[src/rtl/tone_pkg.sv]
// Shared tone codes, step encoding and state type for the tone contour generator
// and the matching detector.
package tone_pkg;

    localparam logic [2:0] TONE_NEUTRAL    = 3'b000;
    localparam logic [2:0] TONE_RISING     = 3'b001;
    localparam logic [2:0] TONE_UNDULATING = 3'b010;
    localparam logic [2:0] TONE_FALLING    = 3'b100;

    typedef enum logic [1:0] {
        STEP_NONE = 2'b00,
        STEP_UP   = 2'b01,
        STEP_DOWN = 2'b11
    } step_e;

    typedef enum logic [1:0] {
        ST_IDLE,
        ST_LOAD,
        ST_PLAY,
        ST_DONE
    } state_e;

    // Index b holds the step applied at the boundary from segment b to b+1.
    typedef logic [2:0][1:0] step_seq_t;

    function automatic logic tone_valid(input logic [2:0] code);
        case (code)
            TONE_NEUTRAL, TONE_RISING, TONE_UNDULATING, TONE_FALLING: return 1'b1;
            default: return 1'b0;
        endcase
    endfunction

    function automatic step_seq_t tone_steps(input logic [2:0] code);
        case (code)
            TONE_RISING:     return {STEP_UP,   STEP_UP,   STEP_UP};
            TONE_UNDULATING: return {STEP_DOWN, STEP_UP,   STEP_UP};
            TONE_FALLING:    return {STEP_DOWN, STEP_DOWN, STEP_DOWN};
            default:         return {STEP_NONE, STEP_NONE, STEP_NONE};
        endcase
    endfunction

endpackage

[src/rtl/tone_contour_gen_if.sv]
// Request/sample bundle between a tone contour requester and the generator.
interface tone_contour_gen_if #(
    parameter int PHASE_W  = 32,
    parameter int SAMPLE_W = 8
) ();
    logic                valid_in;
    logic                ready_out;
    logic [2:0]          tone_ident_in;
    logic [PHASE_W-1:0]  base_inc_in;
    logic [31:0]         segment_length_in;
    logic [SAMPLE_W-1:0] sample_out;
    logic                sample_valid_out;
    logic [1:0]          segment_out;
    logic                done_out;
    logic                error_out;

    modport master (
        output valid_in, tone_ident_in, base_inc_in, segment_length_in,
        input  ready_out, sample_out, sample_valid_out, segment_out, done_out, error_out
    );

    modport slave (
        input  valid_in, tone_ident_in, base_inc_in, segment_length_in,
        output ready_out, sample_out, sample_valid_out, segment_out, done_out, error_out
    );
endinterface

[src/rtl/tone_nco.sv]
// Phase accumulator with sample formatting and sample strobe divider.
// Define TONE_GEN_SQUARE_EN for a square-wave output instead of the sawtooth.
module tone_nco #(
    parameter int PHASE_W    = 32,
    parameter int SAMPLE_W   = 8,
    parameter int SAMPLE_DIV = 1
) (
    input  logic                clk_in,
    input  logic                rst_in,
    input  logic                load,
    input  logic                run,
    input  logic [PHASE_W-1:0]  inc,
    output logic [SAMPLE_W-1:0] sample,
    output logic                strobe
);
    localparam int DIV_W = (SAMPLE_DIV > 1) ? $clog2(SAMPLE_DIV) : 1;

    logic [PHASE_W-1:0] phase;
    logic [DIV_W-1:0]   div_cnt;

    // NOTE: all state updates use <= so every register samples pre-edge values.
    always_ff @(posedge clk_in) begin
        if (rst_in) begin
            phase   <= '0;
            div_cnt <= '0;
        end else if (load) begin
            phase   <= '0;
            div_cnt <= '0;
        end else if (run) begin
            phase   <= phase + inc;
            div_cnt <= (div_cnt == DIV_W'(SAMPLE_DIV - 1)) ? '0 : div_cnt + 1'b1;
        end
    end

    assign strobe = run && (div_cnt == '0);

    // The sample is a direct slice of the phase register, i.e. the pre-add phase.
`ifdef TONE_GEN_SQUARE_EN
    assign sample = {SAMPLE_W{phase[PHASE_W-1]}};
`else
    assign sample = phase[PHASE_W-1 -: SAMPLE_W];
`endif

endmodule

[src/rtl/tone_contour_gen.sv]
// Tone contour generator: FSM, segment counter and per-segment increment update
// around a phase-accumulator NCO.
module tone_contour_gen
    import tone_pkg::*;
#(
    parameter int PHASE_W    = 32,
    parameter int SAMPLE_W   = 8,
    parameter int STEP_SHIFT = 2,
    parameter int SAMPLE_DIV = 1
) (
    input  logic               clk_in,
    input  logic               rst_in,
    tone_contour_gen_if.slave  bus
);
    state_e             state, state_nxt;
    logic               accept, load, run, seg_last;
    logic [2:0]         tone_q;
    logic [PHASE_W-1:0] base_q, inc;
    logic [31:0]        len_q, seg_cnt;
    logic [1:0]         seg;
    logic               error_q;
    step_seq_t          steps;
    logic [1:0]         step_cur;

    // Up-steps saturate on carry; down-steps cannot underflow since the delta is a fraction of inc.
    function automatic logic [PHASE_W-1:0] next_inc(input logic [PHASE_W-1:0] cur,
                                                    input logic [1:0] dir);
        logic [PHASE_W:0]   sum;
        logic [PHASE_W-1:0] delta;
        delta = cur >> STEP_SHIFT;
        sum   = {1'b0, cur} + {1'b0, delta};
        case (dir)
            STEP_UP:   return sum[PHASE_W] ? '1 : sum[PHASE_W-1:0];
            STEP_DOWN: return cur - delta;
            default:   return cur;
        endcase
    endfunction

    always_ff @(posedge clk_in) begin
        if (rst_in) state <= ST_IDLE;
        else        state <= state_nxt;
    end

    // NOTE: every output of this block gets a default first, so no latches are inferred.
    always_comb begin
        state_nxt = state;
        accept    = 1'b0;
        load      = 1'b0;
        run       = 1'b0;
        seg_last  = 1'b0;
        case (state)
            ST_IDLE: begin
                accept = bus.valid_in;
                if (accept && tone_valid(bus.tone_ident_in)) state_nxt = ST_LOAD;
            end
            ST_LOAD: begin
                load      = 1'b1;
                state_nxt = ST_PLAY;
            end
            ST_PLAY: begin
                run      = 1'b1;
                seg_last = (seg_cnt == len_q - 32'd1);
                if (seg_last && seg == 2'd3) state_nxt = ST_DONE;
            end
            ST_DONE: state_nxt = ST_IDLE;
            default: state_nxt = ST_IDLE;
        endcase
    end

    always_comb begin
        steps = tone_steps(tone_q);
        case (seg)
            2'd0:    step_cur = steps[0];
            2'd1:    step_cur = steps[1];
            2'd2:    step_cur = steps[2];
            default: step_cur = STEP_NONE;
        endcase
    end

    always_ff @(posedge clk_in) begin
        if (rst_in) begin
            tone_q  <= TONE_NEUTRAL;
            base_q  <= '0;
            len_q   <= 32'd1;
            inc     <= '0;
            seg     <= 2'd0;
            seg_cnt <= 32'd0;
            error_q <= 1'b0;
        end else begin
            error_q <= accept && !tone_valid(bus.tone_ident_in);
            if (accept) begin
                tone_q <= bus.tone_ident_in;
                base_q <= bus.base_inc_in;
                len_q  <= (bus.segment_length_in == 32'd0) ? 32'd1 : bus.segment_length_in;
            end
            if (load) begin
                inc     <= base_q;
                seg     <= 2'd0;
                seg_cnt <= 32'd0;
            end else if (run) begin
                if (seg_last) begin
                    seg_cnt <= 32'd0;
                    if (seg != 2'd3) begin
                        seg <= seg + 2'd1;
                        inc <= next_inc(inc, step_cur);
                    end
                end else begin
                    seg_cnt <= seg_cnt + 32'd1;
                end
            end
        end
    end

    tone_nco #(
        .PHASE_W    (PHASE_W),
        .SAMPLE_W   (SAMPLE_W),
        .SAMPLE_DIV (SAMPLE_DIV)
    ) u_nco (
        .clk_in (clk_in),
        .rst_in (rst_in),
        .load   (load),
        .run    (run),
        .inc    (inc),
        .sample (bus.sample_out),
        .strobe (bus.sample_valid_out)
    );

    assign bus.ready_out   = (state == ST_IDLE);
    assign bus.done_out    = (state == ST_DONE);
    assign bus.error_out   = error_q;
    assign bus.segment_out = seg;

endmodule

[src/flat_wrapper.sv]
// flat-port wrapper written by rule: the top's interface ports become plain ports
module tone_contour_gen_flat import tone_pkg::*;
#(
    parameter int PHASE_W    = 32,
    parameter int SAMPLE_W   = 8,
    parameter int STEP_SHIFT = 2,
    parameter int SAMPLE_DIV = 1
)
  (clk_in, rst_in, bus_valid_in, bus_tone_ident_in, bus_base_inc_in, bus_segment_length_in, bus_ready_out, bus_sample_out, bus_sample_valid_out, bus_segment_out, bus_done_out, bus_error_out);
  tone_contour_gen_if #(.PHASE_W(PHASE_W), .SAMPLE_W(SAMPLE_W)) bus_i ();
  input  logic clk_in;
  input  logic rst_in;
  input wire logic [$bits(bus_i.valid_in)-1:0] bus_valid_in;
  input wire logic [$bits(bus_i.tone_ident_in)-1:0] bus_tone_ident_in;
  input wire logic [$bits(bus_i.base_inc_in)-1:0] bus_base_inc_in;
  input wire logic [$bits(bus_i.segment_length_in)-1:0] bus_segment_length_in;
  output wire logic [$bits(bus_i.ready_out)-1:0] bus_ready_out;
  output wire logic [$bits(bus_i.sample_out)-1:0] bus_sample_out;
  output wire logic [$bits(bus_i.sample_valid_out)-1:0] bus_sample_valid_out;
  output wire logic [$bits(bus_i.segment_out)-1:0] bus_segment_out;
  output wire logic [$bits(bus_i.done_out)-1:0] bus_done_out;
  output wire logic [$bits(bus_i.error_out)-1:0] bus_error_out;
  assign bus_i.valid_in = bus_valid_in;
  assign bus_i.tone_ident_in = bus_tone_ident_in;
  assign bus_i.base_inc_in = bus_base_inc_in;
  assign bus_i.segment_length_in = bus_segment_length_in;
  assign bus_ready_out = bus_i.ready_out;
  assign bus_sample_out = bus_i.sample_out;
  assign bus_sample_valid_out = bus_i.sample_valid_out;
  assign bus_segment_out = bus_i.segment_out;
  assign bus_done_out = bus_i.done_out;
  assign bus_error_out = bus_i.error_out;
  tone_contour_gen #(.PHASE_W(PHASE_W), .SAMPLE_W(SAMPLE_W), .STEP_SHIFT(STEP_SHIFT), .SAMPLE_DIV(SAMPLE_DIV)) u_core (.clk_in(clk_in), .rst_in(rst_in), .bus(bus_i));
endmodule
[config.mk]
export PLATFORM = sky130hd
export DESIGN_NAME = tone_contour_gen_flat
export DESIGN_NICKNAME = d
export VERILOG_FILES = /design/src/rtl/tone_pkg.sv /design/src/rtl/tone_contour_gen_if.sv /design/src/rtl/tone_nco.sv /design/src/rtl/tone_contour_gen.sv /design/src/flat_wrapper.sv
export SDC_FILE = /design/constraint.sdc
export NUM_CORES = 1
export LEC_CHECK = 0
export ABC_CLOCK_PERIOD_IN_PS = 4000
export BUFFER_PORTS_ARGS = -buffer_cell sky130_fd_sc_hd__buf_2
export CAP_MARGIN = 5
export CORE_ASPECT_RATIO = 1.75
export CORE_MARGIN = 2
export CORE_UTILIZATION = 47
export CTS_CLUSTER_SIZE = 10
export DETAILED_ROUTE_END_ITERATION = 7
export MAX_ROUTING_LAYER = met4
export PLACE_DENSITY = 0.64
export SKIP_LAST_GASP = 1
export SLEW_MARGIN = 15
export SYNTH_ARGS = -nofsm -noshare
export SYNTH_HDL_FRONTEND = slang
export SYNTH_SLANG_ARGS = --single-unit
[constraint.sdc]
create_clock -name clk_in -period 4 [get_ports clk_in]
set_input_delay 0.4 -clock clk_in [delete_from_list [all_inputs] [get_ports clk_in]]
set_output_delay 0.4 -clock clk_in [all_outputs]
set_load 0.02 [all_outputs]
==> results.txt <==
* Largest area contributor in the synthesized netlist: sky130_fd_sc_hd__dfxtp_1
- In this run the mean area of a mapped cell was 7.470 µm².
* Overall via count from detail_route: 12.59k
* Share of final-layout standard cells stronger than drive strength 1: 0.1244
- From left edge to right edge, the die measures 127.7 µm.
- Post-route cell area: roughly 14000 µm²
* Multi-input gate area in the final layout: 8602 µm²
- Vias per cell: 5.971
- Launch point of the worst hold path: bus_base_inc_in[12]
- Fin worst setup slack: between 200 and 300 ps
* Largest fanout on the critical path: 14
- Pin slew with the least headroom to its limit: 760.5 ps
* Number of ports placed on the die boundary: 84
* Peak VDD IR: 0.3457 mV
- Setup crit end kind: flop
- Die boundary height: 220.5 µm
* Placed insts: 2076
* Layout overhead on the synthesized area: 13.04%
* Worst path top cell family by delay: simple AND/OR/NAND/NOR gates
- The critical path is of the reg2reg type.
- The number of pins exceeding their max-slew limit in the final report came to 0.
- After technology mapping, the gate count stands at 1685.
- First-pass iteration count of the detailed router: 6
* Grt total ovfl: 0
- The critical path starts at u_core.len_q[2].
- Total half-perimeter wirelength after legalization and detailed placement: approximately 30 mm
* Buffers and inverters on the worst path: 0
- Setup violations remaining at the end of the flow were counted as 0.
- The share of synthesized area in the top cell type comes to 0.2672.
* Insertion delay of the later-clocked pin in the worst-skew pair: 460 ps
* Synth area leaders: sky130_fd_sc_hd__dfxtp_1, sky130_fd_sc_hd__ha_1, sky130_fd_sc_hd__nand2_1, sky130_fd_sc_hd__a21oi_1, sky130_fd_sc_hd__nor2_1
- Worst slack at placement: between 30 and 40 ps
* Worst endpoint data arrival time: 4040 ps
* Worst r2r src: u_core.len_q[2]
- Post-detailed-placement cell area: between 10000 and 15000 µm²
- Number of clock sinks: approximately 170
- The min-delay analysis places its worst path in the category in2reg.
* WL per Instance: 18.74 µm
- The tightest hold path in the finished design has a slack of between 150 and 200 ps.
- For this design the static power due to leakage is 5.988 nW.
* Data required time at the worst endpoint: 4300 ps
- STA classifies the critical path startpoint as a flop.
- The initialized floorplan defines 79 standard-cell rows.
- In this run, synthesis produced a sequential element count of about 170.
- Among all stages on the critical path, the largest delay is contributed by sky130_fd_sc_hd__or4_1.
* Nets in the synthesized netlist: 1860
- The initial antenna violation count came to 0.
- Count of final hold-check violations: 0
* Clock root buffer: sky130_fd_sc_hd__clkbuf_16
- Yosys Warn Count: 0
- Wire length of the first global-routing pass: ~62 mm
* Total Die Area: 28160 µm²
* Post-route clock skew: 12.71 ps
* Number of buffers added on ports: between 80 and 90
- Layout Nets: 1947
- The final layout contains routed wiring with a total length of 39.53 mm.
- Dominant register cell in the synthesized netlist: sky130_fd_sc_hd__dfxtp_1
- Outcome: completed
- Fraction of registers with async set/reset: 0
- The sequential cells in the finished layout cover a total of about 3400 µm².
- RD Place Congestion: 0.9731
- Remaining antenna violation count after routing: 0
- For the final routed database, the setup TNS stands at 0 ps.
- The clock tree synthesis step divided the H-tree into 4 levels.
- Number of standard cells in the layout, taps in and fillers out: 2109
- The detailed router finished its first iteration with 745 violations.
- Crit-path cells: or4_1 > nor4_1 > o2bb2ai_1 > nand2b_1 > a2111oi_1 > nand4_1 > or4_4 > and2_4 > or3_1 > o21ai_0 > a311oi_1
- Fill cells in the final layout number 2689.
* Portion of the clock cycle consumed by the worst path in the final layout: 0.9336
* Pin count of the biggest net entering global routing: 65
- Register area share after synthesis: 0.2672
- The number of global-route vias before repair came to ~12k.
- In the routed design, unresolved DRC markers number 0.
* Netlist area before placement: 12590 µm²
* Register clock-pin slew on the reported worst setup and hold paths: 70 ps
- The worst pin sits at a relative slew slack of 0.4930.
* Placeable core area: 26490 µm²
- Clock tree from TritonCTS: yes
- Post-layout min period: 3735 ps
- Inserted Clock Buffers: 17
* Number of violations of the max-capacitance limit: 0
- The longest clock path from root to sink contains 2 buffers.
* Effective utilization at floorplan: 0.4752
- F_max: 0.2678 GHz
* Count of cell types in the netlist: 76
- Worst path max stage delay: ~630 ps
- For this design the ratio of total power to cell area is 506.3 nW/µm².
- The synthesized design contains 0 enable-type register cells.
- For this run, the total global-route usage over all layers was measured as 0.2873.
- The number of antenna diodes in the final layout is 0.
flip-flops by register name, indices dropped and copies added (netlist names):
signal                  cells
u_core.base_q              32
u_core.inc                 32
u_core.len_q               32
u_core.seg_cnt             32
u_core.u_nco.phase         32
u_core.tone_q               3
u_core.bus.segment_out      2
u_core.state                2
u_core.bus.error_out        1
report_power, final:
group / total [W] / switching, W / internal [W]
sequential: 0.00207 / 0.000213 / 0.00185
clock: 0.00163 / 0.000754 / 0.000873
combinational: 0.00351 / 0.00215 / 0.00136
total: 0.00720 / 0.00312 / 0.00408
Yosys cell counts, types with 9 or more instances:
| master | count |
|---|---|
| sky130_fd_sc_hd__nand2_1 | 241 |
| sky130_fd_sc_hd__a21oi_1 | 178 |
| sky130_fd_sc_hd__nor2_1 | 173 |
| sky130_fd_sc_hd__dfxtp_1 | 168 |
| sky130_fd_sc_hd__ha_1 | 102 |
| sky130_fd_sc_hd__inv_1 | 81 |
| sky130_fd_sc_hd__o21ai_0 | 73 |
| sky130_fd_sc_hd__xnor2_1 | 69 |
| sky130_fd_sc_hd__clkbuf_1 | 62 |
| sky130_fd_sc_hd__xor2_1 | 42 |
| sky130_fd_sc_hd__nand3_1 | 34 |
| sky130_fd_sc_hd__nor3_1 | 28 |
| sky130_fd_sc_hd__a211oi_1 | 27 |
| sky130_fd_sc_hd__mux2i_1 | 27 |
| sky130_fd_sc_hd__a21o_1 | 26 |
| sky130_fd_sc_hd__nor4_1 | 22 |
| sky130_fd_sc_hd__nand4_1 | 21 |
| sky130_fd_sc_hd__nand2b_1 | 18 |
| sky130_fd_sc_hd__a31oi_1 | 15 |
| sky130_fd_sc_hd__and3_1 | 15 |
| sky130_fd_sc_hd__nor2b_1 | 15 |
| sky130_fd_sc_hd__o211ai_1 | 15 |
| sky130_fd_sc_hd__o21bai_1 | 13 |
| sky130_fd_sc_hd__or3_1 | 13 |
| sky130_fd_sc_hd__o221ai_1 | 12 |
| sky130_fd_sc_hd__o21a_1 | 11 |
| sky130_fd_sc_hd__o22ai_1 | 11 |
| sky130_fd_sc_hd__buf_1 | 10 |
| sky130_fd_sc_hd__buf_4 | 9 |
| sky130_fd_sc_hd__o2bb2ai_1 | 9 |
path summary, 6_finish.rpt:
check | depth (start not counted) | slack, ps | endpoint
worst max-delay path | 11 | 270 | u_core.inc[27]
worst min-delay path | 3 | 170 | u_core.base_q[12]
worst max register to register | 11 | 270 | u_core.inc[27]
worst min register to register | 2 | 460 | u_core.base_q[17]
cells by family after synthesis:
group	synth area share
simple gates	0.2351
compound gates	0.2375
buf+inv	0.05457
flops	0.2672
xor+xnor	0.07724
fa+ha+maj	0.1070
mux	0.02147
tightest hold or removal path, cell delays in order:
cell and delay [ps]:
sky130_fd_sc_hd__buf_2 90, sky130_fd_sc_hd__nand2_1 40, sky130_fd_sc_hd__a21oi_1 50
per-layer routing:
layer  part of all wire  vias up  wire [µm]  global-route usage
li1                   -     6182          -                   -
met1               0.38     5917      15040              0.2817
met2               0.52      342      20600              0.5308
met3              0.031      151       1225             0.03240
met4              0.067        0       2658              0.1868
met5                  0        -          0                   -
placed cells by master, fill, tap and decap left out, types with 13 or more instances in the layout:
cell                        Yosys  final
sky130_fd_sc_hd__a21oi_1      178    177
sky130_fd_sc_hd__buf_2          3     82
sky130_fd_sc_hd__xor2_1        42     42
sky130_fd_sc_hd__o21bai_1      13     13
sky130_fd_sc_hd__ha_1         102    101
sky130_fd_sc_hd__inv_1         81     81
sky130_fd_sc_hd__o21ai_0       73     73
sky130_fd_sc_hd__nand2_1      241    240
sky130_fd_sc_hd__or3_1         13     13
sky130_fd_sc_hd__nand4_1       21     21
sky130_fd_sc_hd__mux2i_1       27     27
sky130_fd_sc_hd__nor3_1        28     27
sky130_fd_sc_hd__dfxtp_1      168    168
sky130_fd_sc_hd__a21o_1        26     26
sky130_fd_sc_hd__nor4_1        22     20
sky130_fd_sc_hd__nor2_1       173    172
sky130_fd_sc_hd__xnor2_1       69     69
sky130_fd_sc_hd__clkbuf_16      0     17
sky130_fd_sc_hd__and3_1        15     15
sky130_fd_sc_hd__o211ai_1      15     15
sky130_fd_sc_hd__nor2b_1       15     15
sky130_fd_sc_hd__nand3_1       34     34
sky130_fd_sc_hd__a31oi_1       15     14
sky130_fd_sc_hd__nand2b_1      18     18
sky130_fd_sc_hd__buf_4          9     70
sky130_fd_sc_hd__a211oi_1      27     27
per-stage QoR:
| step | power (W) | utilization |
|---|---|---|
| 3_3_place_gp | 0.005500 | 0.5132 |
| 5_1_grt | 0.007624 | 0.5371 |
| 6_report | 0.007204 | 0.5371 |
| 2_1_floorplan | 0.004324 | - |
| 3_5_place_dp | 0.005526 | 0.5132 |
| 4_1_cts | 0.007167 | 0.5347 |
area by class of cell:
cell class                      count  share of cell area
Multi-Input combinational cell   1348              0.6046
Sequential cell                   168              0.2364
Timing Repair Buffer              154             0.06859
Clock buffer                       22             0.03403
Tap cell                          324             0.02849
Inverter                           83             0.02190
Clock inverter                     10            0.006068
repair_timing:
item	CTS	global route
setup endpoints to repair	0	31
setup buffers	0	1
hold buffers	0	0
resized for setup	0	11
Power figures use the tool's default switching activity.
